### config.mk
export PLATFORM = sky130hd
export DESIGN_NAME = async_radicand_fork_tx
export DESIGN_NICKNAME = d
export VERILOG_FILES = /design/src/rtl/async_radicand_fork_tx_pkg.sv /design/src/rtl/async_radicand_fork_tx_sync.sv /design/src/rtl/async_radicand_fork_tx.sv
export SDC_FILE = /design/constraint.sdc
export NUM_CORES = 1
export LEC_CHECK = 0
export ABC_CLOCK_PERIOD_IN_PS = 8440
export CORE_ASPECT_RATIO = 1.75
export CORE_MARGIN = 3
export CORE_UTILIZATION = 49
export CTS_CLUSTER_DIAMETER = 200
export DETAILED_ROUTE_END_ITERATION = 6
export PLACE_DENSITY = 0.85
export SLEW_MARGIN = 20
export SYNTH_ARGS = -nofsm -noshare
export SYNTH_HDL_FRONTEND = slang
export SYNTH_HIERARCHICAL = 1
export SYNTH_SLANG_ARGS = --single-unit
export TNS_END_PERCENT = 10
### constraint.sdc
create_clock -name clk_i -period 8.44 [get_ports clk_i]
set_clock_uncertainty 0.2 [all_clocks]
set_input_delay 1.688 -clock clk_i [delete_from_list [all_inputs] [get_ports clk_i]]
set_output_delay 1.688 -clock clk_i [all_outputs]
set_load 0.05 [all_outputs]
### src/rtl/async_radicand_fork_tx_pkg.sv
// Shared types and helpers for the dual-rail radicand transmitter.
package pa_AsyncCordic;

    localparam int FW = 22;
    localparam int RW = FW + 7;

    typedef struct packed {
        logic t;
        logic f;
    } dual_rail_t;

    localparam dual_rail_t DR_SPACER = 2'b00;
    localparam dual_rail_t DR_ONE    = 2'b10;
    localparam dual_rail_t DR_ZERO   = 2'b01;

    typedef enum logic [1:0] {
        IDLE,
        DATA,
        RTZ
    } tx_state_e;

    // Binary bit to dual-rail codeword; never produces spacer or 11.
    function automatic dual_rail_t dr_encode(input logic b);
        return b ? DR_ONE : DR_ZERO;
    endfunction

endpackage

### src/rtl/async_radicand_fork_tx_sync.sv
// Multi-flop synchronizer for one asynchronous ack line, reset to 0.
module async_ack_sync #(
    parameter int SYNC_STAGES = 2
) (
    input  logic clk_i,
    input  logic rst_i,
    input  logic ack,
    output logic ack_sync
);

    logic [SYNC_STAGES-1:0] sr;

    // Shift the raw ack through the synchronizer chain.
    always_ff @(posedge clk_i or posedge rst_i) begin
        if (rst_i) begin
            sr <= '0;
        end else begin
            sr <= {sr[SYNC_STAGES-2:0], ack};
        end
    end

    assign ack_sync = sr[SYNC_STAGES-1];

endmodule

### src/rtl/async_radicand_fork_tx.sv
// Four-phase dual-rail transmitter forking one radicand word into three
// channels (hiddenBit, fraction, accBits) with a C-element style ack join.
module async_radicand_fork_tx
    import pa_AsyncCordic::*;
#(
    parameter int FW          = 22,
    parameter int RW          = FW + 7,
    parameter int SYNC_STAGES = 2,
    parameter int CNT_W       = 16
) (
    input  logic                 clk_i,
    input  logic                 rst_i,
    input  logic [RW:0]          data_i,
    input  logic                 valid_i,
    output logic                 ready_o,
    output dual_rail_t [1:0]     hiddenBit_o,
    output dual_rail_t [FW:0]    fraction_o,
    output dual_rail_t [4:0]     accBits_o,
    input  logic                 hiddenBit_ack,
    input  logic                 fraction_ack,
    input  logic                 accBits_ack,
    output logic                 err_o,
    output logic [CNT_W-1:0]     tx_count_o
);

    localparam int WARM_W = $clog2(SYNC_STAGES + 1);

    tx_state_e         state;
    tx_state_e         state_n;
    logic              ahs;
    logic              fas;
    logic              aas;
    logic [2:0]        acks;
    logic [2:0]        acks_p;
    logic              all_hi;
    logic              all_lo;
    logic              accept;
    logic              ready_n;
    logic              err_n;
    logic [WARM_W-1:0] warm;
    logic              warm_done;

    async_ack_sync #(.SYNC_STAGES(SYNC_STAGES)) u_ahs (
        .clk_i(clk_i), .rst_i(rst_i), .ack(hiddenBit_ack), .ack_sync(ahs));
    async_ack_sync #(.SYNC_STAGES(SYNC_STAGES)) u_fas (
        .clk_i(clk_i), .rst_i(rst_i), .ack(fraction_ack), .ack_sync(fas));
    async_ack_sync #(.SYNC_STAGES(SYNC_STAGES)) u_aas (
        .clk_i(clk_i), .rst_i(rst_i), .ack(accBits_ack), .ack_sync(aas));

    assign acks   = {ahs, fas, aas};
    assign all_hi = &acks;
    assign all_lo = ~|acks;
    assign accept = (state == IDLE) & valid_i & ready_o;

    // The synchronizers reset to 0, so all_lo is meaningless until they have
    // sampled the real ack lines; this keeps ready_o low after a reset taken
    // with stale acks still high.
    assign warm_done = (warm == WARM_W'(SYNC_STAGES));

    // Next-state, ready and protocol-violation decode.
    always_comb begin
        state_n = state;
        err_n   = 1'b0;
        unique case (state)
            IDLE: begin
                if (accept) state_n = DATA;
            end
            DATA: begin
                if (|(acks_p & ~acks)) err_n = 1'b1;
                if (all_hi) state_n = RTZ;
            end
            RTZ: begin
                if (|(~acks_p & acks)) err_n = 1'b1;
                if (all_lo) state_n = IDLE;
            end
            default: state_n = IDLE;
        endcase
        ready_n = (state_n == IDLE) & all_lo & warm_done;
    end

    // State, handshake bookkeeping and registered channel outputs.
    always_ff @(posedge clk_i or posedge rst_i) begin
        if (rst_i) begin
            state       <= IDLE;
            ready_o     <= 1'b0;
            err_o       <= 1'b0;
            tx_count_o  <= '0;
            acks_p      <= '0;
            warm        <= '0;
            hiddenBit_o <= '0;
            fraction_o  <= '0;
            accBits_o   <= '0;
        end else begin
            state   <= state_n;
            ready_o <= ready_n;
            acks_p  <= acks;
            if (!warm_done) warm <= warm + 1'b1;
            if (err_n) err_o <= 1'b1;
            if (state == RTZ && all_lo) tx_count_o <= tx_count_o + 1'b1;
            if (accept) begin
                for (int unsigned i = 0; i < 2; i++)
                    hiddenBit_o[i] <= dr_encode(data_i[RW-1+i]);
                for (int unsigned i = 0; i <= FW; i++)
                    fraction_o[i] <= dr_encode(data_i[5+i]);
                for (int unsigned i = 0; i < 5; i++)
                    accBits_o[i] <= dr_encode(data_i[i]);
            end else if (state == DATA && all_hi) begin
                hiddenBit_o <= '0;
                fraction_o  <= '0;
                accBits_o   <= '0;
            end
        end
    end

endmodule

# After elaboration in Yosys (flattened, before gate mapping)

Cells that the tools add are included.

Multiplexer cells: 43
Bitwise logic cells: 8
$add $sub $neg: 2
Reductions and logical operators: 10
Equal/unequal tests: 3

Operators with widths:

| operator                                            | count |
|---|---|
| two-way mux 46 bit                                  | 2 |
| two-way mux 2 bit                                   | 33 |
| two-way mux 10 bit                                  | 2 |
| adder 16 x 1 -> 16 bit, second input constant       | 1 |
| OR reduction 3 bit                                  | 3 |
| two-way mux 4 bit                                   | 2 |
| AND 3 bit                                           | 2 |
| inverter 3 bit                                      | 2 |
| one-hot mux 2 bit (3 select lines)                  | 1 |
| AND 1 bit                                           | 4 |
| equality test 2 bit, second input constant          | 2 |
| zero test 2 bit                                     | 2 |
| AND reduction 3 bit                                 | 1 |
| adder 2 x 1 -> 2 bit, second input constant         | 1 |
| equality test 2 x 1 -> 1 bit, second input constant | 1 |
| logical AND 1 bit                                   | 2 |
| two-way mux 1 bit                                   | 2 |
| one-hot mux 1 bit (2 select lines)                  | 1 |
| nonzero test 2 bit                                  | 1 |
| zero test 1 bit                                     | 1 |

Input bits: 36
Output and inout port bits: 78
Flip-flop bits (word level): 91

# Depth between registers and ports, before layout

Depth after elaboration: 8
Depth in mapped cells: 8

# By module

The synthesis kept the hierarchy.

By module, submodules not included:

| module                 | seq. area each (sq um) | times used | area an instance (sq um) | cells an instance |
|---|---|---|---|---|
| async_radicand_fork_tx | 2127.0                 | 1          | 3301.9                   | 273 |
| async_ack_sync         | 50.0                   | 3          | 53.8                     | 3 |

# Worst setup path after synthesis

OpenSTA, ideal clock, no wires.

Path type: input -> register
Start: input valid_i
End: register accBits_o[1] (netlist name)
Path buffers: 2
Library setup time: 67 ps
Arrival time: 2625 ps
Cell stages on the path: 5
Path slack: 5548 ps
Cells stage by stage: and3_1 -> clkbuf_1 -> nor2_1 -> clkbuf_1 -> a22o_1

Word-level cells in the longest chain between the ends: 3
Elaborated cells on any way between the ends: 4
Those cells by class: mux: 1; bitwise: 2; reduce/logical: 1

RTL lines:

| item                                                     | RTL line                      | RTL |
|---|---|---|
| from (decl)                                              | async_radicand_fork_tx.sv:14  | `input logic valid_i,` |
| AND 1 bit * (2 in a row)                                 | async_radicand_fork_tx.sv:53  | `assign accept = (state == IDLE) & valid_i & ready_o;` |
| two-way mux 10 bit or nonzero test 2 bit (tied branches) | --                            |  |
| to (signal, indexed assignment)                          | async_radicand_fork_tx.sv:106 | `accBits_o[i] <= dr_encode(data_i[i]);` |
| to (decl)                                                | async_radicand_fork_tx.sv:18  | `output dual_rail_t [4:0] accBits_o,` |

Every way passes the cells marked *; elsewhere a longest branch is shown, timed or not.
A chain may end at the register's enable or synchronous reset.

# Worst setup path in the final report

Start: register tx_count_o[10]
End: output tx_count_o[10]

RTL lines:

| item                   | RTL line                     | RTL |
|---|---|---|
| from (decl)            | async_radicand_fork_tx.sv:23 | `output logic [CNT_W-1:0] tx_count_o` |
| from (signal assigned) | async_radicand_fork_tx.sv:99 | `if (state == RTZ && all_lo) tx_count_o <= tx_count_o + 1'b1;` |

No word-level cell between the ends.

==> summary.txt <==
Yosys
  • Post-synthesis cell type count: 34
  • Cells after Synth: 282
  • Average size of a mapped cell: 12.28 um2
  • Syn Nets: 324
  • Synth top area cells: dfrtp_1, a22o_1, nand2_1
  • Seq/Total Area, Yosys: 65.75%
  • Yosys top cell by area: dfrtp_1
  • Synthesized flop and latch total: 91
  • Syn Std Cell Area: 3463 um2
  • Yosys top cell area share: 65.75%
  • Yosys Warn Count: 6

Critical path
  • Crit path launch: tx_count_o[10]
  • Max incr delay on CP: 840 ps
  • Startpoint Class: flip-flop
  • Reg-to-reg startpoint: state[0]
  • Crit path cell chain: clkdlybuf4s50_1
  • Flop-to-flop setup slack: 6010 ps
  • Reg2reg end: tx_count_o[12]
  • Data arrival time of the critical path: 1610 ps
  • WP depth: 1
  • Reg2Reg Depth: 6
  • Critical Path RT: 6550 ps
  • Critical path's top delay family: buffers and inverters
  • Crit path kind: flip-flop to output pin
  • Slowest cell on crit path: clkdlybuf4s50_1
  • Critical-path maximum fanout: 5
  • Worst Setup End Kind: output pin
  • Worst setup endpoint: tx_count_o[10]
  • CP Buf/Inv Count: 1

Pwr
  • Peak supply drop: 0.0002420 V
  • Total power divided by cell area: 370.4 nW/um2
  • Leakage: 2.314 nW

Floorplan
  • Die Area: 8152 um2
  • # rows: 39
  • Die Width: 69.55 um
  • Core area: 6685 um2
  • Initial Util: 51.81%
  • Die height: 117.2 um
  • Num ports: 114

Detailed routing
  • Vias per inst: 5.467
  • Drt drc: 0
  • Post-Route WL: 8.384 mm
  • Starting DRT DRC Count: 205
  • Antenna-violating nets left: 0
  • Avg WL per Cell: 17.39 um
  • Vias: 2635
  • DR pass1 iterations: 5

STA
  • Slew @ Worst Pin: 1078 ps
  • Minimum clock period: 3493 ps
  • Relative slew slack: 27.91%
  • Final Cycle Share: 41.39%
  • Fin Setup TNS: 0 ps
  • Max-slew violations: 0
  • Final setup viols: 0
  • RSZ-0062 raised after global routing: false
  • Fmax: 0.2863 GHz
  • Endpoints failing hold: 0

Placement
  • Gpl congestion: 0.8466
  • Post-DP HPWL: 5.584 mm
  • IO buf count: 113
  • DP Cell Count: 466

Clock tree
  • Clock Tree Buf Depth: 2
  • CTS tree: yes
  • Max H-tree Level: 3
  • Root Buffer Master: clkbuf_16
  • Clock transition at path regs: 60 ps
  • Number of hold buffers added after CTS: 0
  • Inserted Clock Buffers: 9
  • Setup bufs post-CTS: 0
  • Worst-skew pair later-pin latency: 330 ps
  • Post-CTS sizing: 0
  • CTS sink cnt: 91

Finish
  • Most common cell after layout, fill and taps aside: clkdlybuf4s50_1
  • Final Instance Count excl. Fillers: 482
  • Fin util: 75.22%
  • Nets: 437
  • Antenna Cells: 0
  • Commonest cells after routing, fill and taps aside: clkdlybuf4s50_1, dfrtp_1, nand2_1, o21ai_0, a22o_1
  • Area delta synth->final: 45.19%
  • Layout cell share with drive strength beyond 1: 6.750%

Global route
  • Aggregate global-route resource usage: 20.77%
  • Number of global-route vias before repair: 2739
  • Largest net degree at the start of global routing: 86
  • First-pass GRT wire length: 13.26 mm
  • GRT overflow: 0
  • Initial antenna violation count: 0

Run
  • Maxcap violations: 0

Min path
  • Hold crit path type: flip-flop to flip-flop
  • Hold_sp: u_aas/sr[0]

Run status
  • Outcome: finished clean
## layout make-up
| cell class | count | area (um2) |
|---|---|---|
| Multi-Input combinational cell | 167 | 1096 |
| Clock inverter | 4 | 97.59 |
| Clock buffer | 12 | 246.5 |
| Fill cell | 443 | 1657 |
| Timing Repair Buffer | 116 | 1170 |
| Inverter | 10 | 38.79 |
| Tap cell | 82 | 102.6 |
| Sequential cell | 91 | 2277 |
## flip-flops by register name (all words and copies together), names as in the netlist
register,count
u_ahs/sr,2
tx_count_o,16
err_o,1
acks_p,3
fraction_o,46
ready_o,1
hiddenBit_o,4
u_fas/sr,2
state,2
accBits_o,10
u_aas/sr,2
warm,2
## worst min path at each step
stage,cells past startpoint,endpoint
CTS,0,u_aas/sr[1]
floorplan,0,u_aas/sr[1]
finish,0,u_aas/sr[1]
global placement,0,u_ahs/sr[1]
global route,0,u_ahs/sr[1]
detailed placement,0,u_ahs/sr[1]
## cell usage after synthesis
master    number
nor3_2         1
o221ai_1       1
nand2_1       42
nand3_1        9
a21o_1         1
or4b_1         1
buf_6          1
dfrtp_1       91
a21oi_1        1
a22oi_1        1
clkbuf_1      13
a22o_1        31
nand2b_1       1
or3_2          1
and4_2         1
and2_1         1
ha_1           6
xnor2_1       10
nand4_1        2
nor4_4         2
or2_2          1
nor3_1         3
and4_1         1
a221oi_1       1
nor4_1         1
or4_2          1
or2_4          1
nor2_1         5
xor2_1         6
a221o_1        1
inv_1         10
nor2b_1        1
and3_1         2
o21ai_0       31
## through the flow
step / setup WS, ps / power (mW) / area, um2 / hold WS, ps
5_1_grt: 4752 / 1.930 / 5029 / 172.1
3_5_place_dp: 4639 / 1.413 / 4681 / 151.6
2_1_floorplan: 4359 / 1.125 / 3463 / 131.2
3_3_place_gp: 4395 / 1.395 / 4661 / 133.2
4_1_cts: 4926 / 1.874 / 5025 / 166.3
6_report: 4947 / 1.863 / 5029 / 163.5
## power breakdown
group          total [mW]  leakage, nW  internal, mW  switching, mW
Combinational       0.789        0.967         0.267          0.522
Clock               0.451        0.163         0.297          0.153
Sequential          0.623         1.18         0.549         0.0741
## metal layers
layer / wire length (um) / share of wire, % / global-route usage [%] / vias up
met5: 0 / 0 / 0 / -
met4: 195 / 2.3 / 10.43 / 0
met3: 448 / 5.3 / 4.444 / 15
met2: 4409 / 53 / 35.78 / 100
met1: 3330 / 40 / 24.69 / 1311
li1: - / - / - / 1209
## kinds of logic (layout without fill, tap and decap cells)
logic type	Yosys count	after routing	share of synthesized area (%)
flip-flops	91	91	65.75
AND/OR/NAND/NOR	77	77	11.53
AO/OA/AOI/OAI	68	68	13.69
buffers and inverters	24	142	2.818
XOR/XNOR	16	16	4.046
adder cells (fa/ha/maj)	6	6	2.168
Note: power is estimated with default switching activity, not from simulation.
